<file path="config.mk">
export PLATFORM = sky130hd
export DESIGN_NAME = seq_rca_adder
export DESIGN_NICKNAME = d
export VERILOG_FILES = /design/src/rtl/rca_pkg.sv /design/src/rtl/rca_chunk.sv /design/src/rtl/seq_rca_adder.sv
export SDC_FILE = /design/constraint.sdc
export NUM_CORES = 1
export LEC_CHECK = 0
export CORE_ASPECT_RATIO = 1.1
export CORE_MARGIN = 3
export CORE_UTILIZATION = 55
export DETAILED_ROUTE_END_ITERATION = 7
export PLACE_DENSITY = 0.84
export SYNTH_ARGS = -nofsm -noshare
export SYNTH_HDL_FRONTEND = slang
export SYNTH_SLANG_ARGS = --single-unit
</file>
<file path="constraint.sdc">
create_clock -name clk -period 6.3 [get_ports clk]
set_input_delay 1.89 -clock clk [delete_from_list [all_inputs] [get_ports clk]]
set_output_delay 1.89 -clock clk [all_outputs]
set_load 0.005 [all_outputs]
</file>
<file path="src/rtl/rca_pkg.sv">
// Shared definitions for the sequential ripple-carry adder.
//   state_t   : controller states (IDLE / RUN / DONE)
//   DEF_WIDTH : default operand/result width
//   DEF_CHUNK : default number of bits added per clock
package rca_pkg;

    localparam int unsigned DEF_WIDTH = 16;
    localparam int unsigned DEF_CHUNK = 4;

    typedef enum logic [1:0] {
        IDLE = 2'd0,
        RUN  = 2'd1,
        DONE = 2'd2
    } state_t;

endpackage

</file>
<file path="src/rtl/rca_chunk.sv">
// Combinational CHUNK-bit ripple-carry adder made of full-adder cells.
// Ports:
//   i_a, i_b : CHUNK-bit addend slices
//   i_ci     : carry into bit 0
//   o_s      : CHUNK-bit sum slice
//   o_co     : carry out of the slice MSB
//   o_c_msb  : carry into the slice MSB (for signed overflow detection)
module rca_chunk #(
    parameter int unsigned CHUNK = 4
) (
    input  logic [CHUNK-1:0] i_a,
    input  logic [CHUNK-1:0] i_b,
    input  logic             i_ci,
    output logic [CHUNK-1:0] o_s,
    output logic             o_co,
    output logic             o_c_msb
);

    logic [CHUNK:0] w_c;

    assign w_c[0] = i_ci;

    for (genvar i = 0; i < CHUNK; i++) begin : g_fa
        logic w_p;
        assign w_p        = i_a[i] ^ i_b[i];
        assign o_s[i]     = w_p ^ w_c[i];
        assign w_c[i + 1] = (i_a[i] & i_b[i]) | (w_p & w_c[i]);
    end

    assign o_co    = w_c[CHUNK];
    assign o_c_msb = w_c[CHUNK - 1];

endmodule

</file>
<file path="src/rtl/seq_rca_adder.sv">
// Sequential adder/subtractor: adds one CHUNK-bit slice per clock, LSB slice
// first, through a single rca_chunk instance. Results are presented on a
// one-cycle done pulse and held until the next operation completes.
// Optional feature macro: SEQ_RCA_SUB_EN enables subtraction via op=1
// (B inverted, carry-in 1). Without it op is ignored and only add is built.
// Ports:
//   clk   : clock, rising edge
//   reset : synchronous active-high reset
//   start : request pulse, sampled only while busy=0
//   A, B  : operands, captured on accepted start
//   op    : 0 = add, 1 = subtract (captured with operands)
//   busy  : operation in progress
//   done  : one-cycle pulse, results valid
//   S     : sum/difference
//   Co    : carry out of MSB (subtract: 1 = no borrow)
//   V     : signed overflow
module seq_rca_adder
    import rca_pkg::*;
#(
    parameter int unsigned WIDTH = DEF_WIDTH,
    parameter int unsigned CHUNK = DEF_CHUNK
) (
    input  logic             clk,
    input  logic             reset,
    input  logic             start,
    input  logic [WIDTH-1:0] A,
    input  logic [WIDTH-1:0] B,
    input  logic             op,
    output logic             busy,
    output logic             done,
    output logic [WIDTH-1:0] S,
    output logic             Co,
    output logic             V
);

    // WIDTH must be a multiple of CHUNK.
    localparam int unsigned NCH   = WIDTH / CHUNK;
    localparam int unsigned CNT_W = (NCH > 1) ? $clog2(NCH) : 1;
    localparam int unsigned IDX_W = (WIDTH > 1) ? $clog2(WIDTH) : 1;
    localparam logic [CNT_W-1:0] LAST_CNT = CNT_W'(NCH - 1);

    state_t           r_state;
    logic [WIDTH-1:0] r_a;
    logic [WIDTH-1:0] r_b;
    logic [CNT_W-1:0] r_cnt;
    logic             r_carry;
    logic [WIDTH-1:0] r_part;
    logic [WIDTH-1:0] r_s;
    logic             r_co;
    logic             r_v;

    logic [IDX_W-1:0] w_base;
    logic [CHUNK-1:0] w_a_slice;
    logic [CHUNK-1:0] w_b_slice;
    logic [CHUNK-1:0] w_sum;
    logic             w_co;
    logic             w_c_msb;
    logic [WIDTH-1:0] w_part_next;
    logic             w_cin_init;

    assign w_base    = IDX_W'(r_cnt * CHUNK);
    assign w_a_slice = r_a[w_base +: CHUNK];

`ifdef SEQ_RCA_SUB_EN
    logic r_op;

    assign w_b_slice  = r_op ? ~r_b[w_base +: CHUNK] : r_b[w_base +: CHUNK];
    assign w_cin_init = op;
`else
    // op is accepted on the port but has no effect in the add-only build.
    logic w_unused_op;

    assign w_unused_op = op;
    assign w_b_slice   = r_b[w_base +: CHUNK];
    assign w_cin_init  = 1'b0;
`endif

    rca_chunk #(
        .CHUNK(CHUNK)
    ) u_chunk (
        .i_a    (w_a_slice),
        .i_b    (w_b_slice),
        .i_ci   (r_carry),
        .o_s    (w_sum),
        .o_co   (w_co),
        .o_c_msb(w_c_msb)
    );

    // Drop the new slice into its position of the partial result.
    assign w_part_next = r_part | (WIDTH'(w_sum) << w_base);

    always_ff @(posedge clk) begin
        if (reset) begin
            r_state <= IDLE;
            r_a     <= '0;
            r_b     <= '0;
            r_cnt   <= '0;
            r_carry <= 1'b0;
            r_part  <= '0;
            r_s     <= '0;
            r_co    <= 1'b0;
            r_v     <= 1'b0;
`ifdef SEQ_RCA_SUB_EN
            r_op    <= 1'b0;
`endif
        end else begin
            case (r_state)
                IDLE, DONE: begin
                    if (start) begin
                        r_a     <= A;
                        r_b     <= B;
                        r_cnt   <= '0;
                        r_carry <= w_cin_init;
                        r_part  <= '0;
`ifdef SEQ_RCA_SUB_EN
                        r_op    <= op;
`endif
                        r_state <= RUN;
                    end else begin
                        r_state <= IDLE;
                    end
                end
                RUN: begin
                    r_part  <= w_part_next;
                    r_carry <= w_co;
                    r_cnt   <= r_cnt + CNT_W'(1);
                    if (r_cnt == LAST_CNT) begin
                        r_s     <= w_part_next;
                        r_co    <= w_co;
                        r_v     <= w_co ^ w_c_msb;
                        r_state <= DONE;
                    end
                end
                default: r_state <= IDLE;
            endcase
        end
    end

    assign busy = (r_state == RUN);
    assign done = (r_state == DONE);
    assign S    = r_s;
    assign Co   = r_co;
    assign V    = r_v;

endmodule

</file>
==> reports/summary.txt <==
DRT iter0 DRCs: 227
WP data required: 4.41 ns
Worst path depth: 3
Static Leak: 1.30 nW
CP cell instances: nand2b_1 > inv_1 > clkdlybuf4s50_1
Top cell type's share of synthesized area: 48.7%
Dpl hpwl: 4.03 mm
Most area-consuming cells after synthesis: dfxtp_1 49%, a21oi_1 8.6%, nand2_1 8.4%, mux4_2 6.2%, a211oi_1 4.6%
First-pass GRT wire length: 9.41 mm
DR vias/cell: 5.43
Kind of critical path: flip-flop to output port
Seq cells post-synth: 71
VDD IR max: 166 uV
CTS tree: built
Synth Area per Inst: 8.92 sq um
Pwr Density: 260 nW/um^2
Die H: 82.4 um
Setup repair bufs after CTS: 0
Initial antenna violation count: 0
Hold_buf cts: 0
Internal cell power: 702 uW
HP Class: flip-flop to flip-flop
Final hold viol count: 0
Worst hold start: r_a[13]$_SDFFE_PP0P_
Design Area, Final: 3560 sq um
Reg2reg setup slack: 2.72 ns
Final Skew: 0.00557 ns
WP buf/inv: 2
Drt first pass iters: 5
Clock latency on the worst-skew pair: 0.34 ns
Slew margin rel.: 25.1%
Crit path DAT: 1.84 ns
Crit path capture type: output port
Slew @ Worst Pin: 1.12 ns
Setup TNS Final: 0 ns
Sequential area share after synthesis: 48.7%
Total global routing overflow: 0
Slew Viols, Final: 0
Die width: 75.4 um
Fmax: 268 MHz
Slowest cell delay on critical path: 0.57 ns
DR WL/cell: 13.8 um
Final #Nets: 409
Vias in the first global route: 2053
Layout cells sized above 1: 7.51%
CP max-delay cell: dfxtp_1
Root Driver: clkbuf_8
GPL Wtd Cong: 0.780
WHS: 0.454 ns
Antenna cells: 0
Starting Density: 57.6%
Outcome: finished clean
Area grow syn2layout: 21.9%
Count of max-cap constraint violations: 0
Routed WL: 5.93 mm
Post-DRT Antenna Nets: 0
R2R Path Start: r_cnt[0]$_SDFFE_PP0P_
Gate Count Post-Synth: 327
Kind of cell adding the most delay to the critical path: buffers and inverters
Crit start category: flip-flop
Reg2reg path depth: 9
Combinational share of power: 10.5%
Min Tclk post-route: 3.73 ns
Final Cycle Share: 59.2%
Setup violations, final: 0
DR vias: 2341
Num CTS Buffers: 9
CP max FO: 10
Largest net degree at the start of global routing: 58
Row cnt: 27
Worst-path clk slew: 0.07 ns
Synth area leader: dfxtp_1
Post-synth design cell area: 2920 sq um
Flop pwr share: 51.7%
Sw frac: 23.9%
Worst Setup EP: busy
Crit. Startpoint: r_state[0]$_SDFFE_PP0P_
DP Area: 3370 sq um
Sink Count: 71
DR DRC count: 0
Clk pwr share: 37.8%
Post-CTS Resized: 0
Clock buffer depth: 2
GRT Overall Usage: 20.3%
Synth warn: 0
Htree depth: 3
PortBufs: 54
# IOs: 56
Core ar.: 5070 sq um
Switching Power: 221 uW
Worst reg2reg endpoint: r_part[7]$_SDFFE_PP0P_
Cell variety after synth: 29
Syn nets: 368
RSZ-0062 raised after global routing: no
Die area: 6210 sq um
[per-layer routing]
metal | vias up | GRT usage, % | part of all wire (%) | wire length [um]
li1 | 1181 | - | - | -
met1 | 1084 | 24.6 | 42 | 2500
met2 | 64 | 32.5 | 51 | 3020
met3 | 12 | 6.42 | 5.1 | 305
met4 | 0 | 9.97 | 1.9 | 113
met5 | - | 0 | 0 | 0
[stage by stage]
stage	setup slack (ns)	std cells	util (%)	power, mW
2_1_floorplan	3.33	327	-	0.553
3_3_place_gp	2.71	415	66.4	0.581
3_5_place_dp	2.62	415	66.4	0.584
4_1_cts	2.59	431	70.2	0.931
5_1_grt	2.44	431	70.2	0.967
6_report	2.57	431	70.2	0.923
[worst min-delay path, cell delays in order (launching register included)]
cell and delay (ns):
dfxtp_1 0.31, nand2_1 0.05, a21oi_1 0.05
[synth_stat cells]
library cell / count
mux4_2: 8
nor3b_1: 3
nor2b_1: 3
nor2_2: 1
nor3_1: 16
nand4b_1: 1
nor2_1: 36
ha_1: 1
fa_1: 4
dfxtp_1: 71
nand3_1: 2
buf_6: 7
nor2b_2: 1
a21oi_1: 50
a211oi_1: 18
and2_1: 1
xnor2_1: 1
nand2b_1: 3
buf_1: 3
o31ai_1: 1
buf_2: 7
o21a_1: 1
and3b_1: 2
clkbuf_1: 5
buf_4: 3
inv_1: 11
nand2b_2: 1
nand3b_4: 1
nand2_1: 65
[worst min path at each step]
stage | endpoint | slack [ns] | cells past startpoint
after global routing | r_b[13]$_SDFFE_PP0P_ | 0.47 | 2
after global placement | r_a[2]$_SDFFE_PP0P_ | 0.44 | 2
after floorplan | r_a[10]$_SDFFE_PP0P_ | 0.43 | 2
after detailed placement | r_a[10]$_SDFFE_PP0P_ | 0.45 | 2
after CTS | r_a[0]$_SDFFE_PP0P_ | 0.46 | 2
final | r_a[13]$_SDFFE_PP0P_ | 0.45 | 2
[state kept, by name, summed over array words and instances, names as in the netlist]
name and flops:
S 16, r_a 16, r_b 16, r_part 16
r_cnt 2, r_state 2, Co 1, V 1
r_carry 1
[layout make-up]
| cell class | count | area (sq um) |
|---|---|---|
| fill | 427 | 1510 |
| sequential | 71 | 1420 |
| multi-input combinational | 220 | 1290 |
| timing repair buffer | 55 | 543 |
| clock buffer | 12 | 145 |
| tap | 58 | 72.6 |
| clock inverter | 4 | 45.0 |
| inverter | 11 | 41.3 |
[cells in the final DEF (no fill, tap or decap), drive strengths merged, types with 2 or more instances in the layout]
cell type	instances
inv	11
clkbuf	12
nor2b	4
nand3	2
nand2b	4
buf	2
dfxtp	71
nand2	65
nor3	16
nor2	37
a211oi	18
mux4	8
fa	4
nor3b	3
clkinv	3
clkdlybuf4s50	53
a21oi	50
and3b	2
[logic make-up (layout without fill, tap and decap cells)]
family,after synthesis,after routing,synth area share (%)
buffers and inverters,36,82,7.12
adder cells (fa/ha/maj),5,5,3.17
flip-flops,71,71,48.7
multiplexers,8,8,6.18
AO/OA/AOI/OAI,70,70,13.7
AND/OR/NAND/NOR,136,136,20.8
XOR/XNOR,1,1,0.300
[power by group through the flow]
stage	combinational, mW	sequential [mW]	clock, mW
global route	0.106	0.479	0.382
global placement	0.0942	0.486	0
CTS	0.0972	0.477	0.356
floorplan	0.0732	0.480	0
finish	0.0966	0.478	0.349
detailed placement	0.0968	0.488	0
Power figures use the tool's default switching activity.
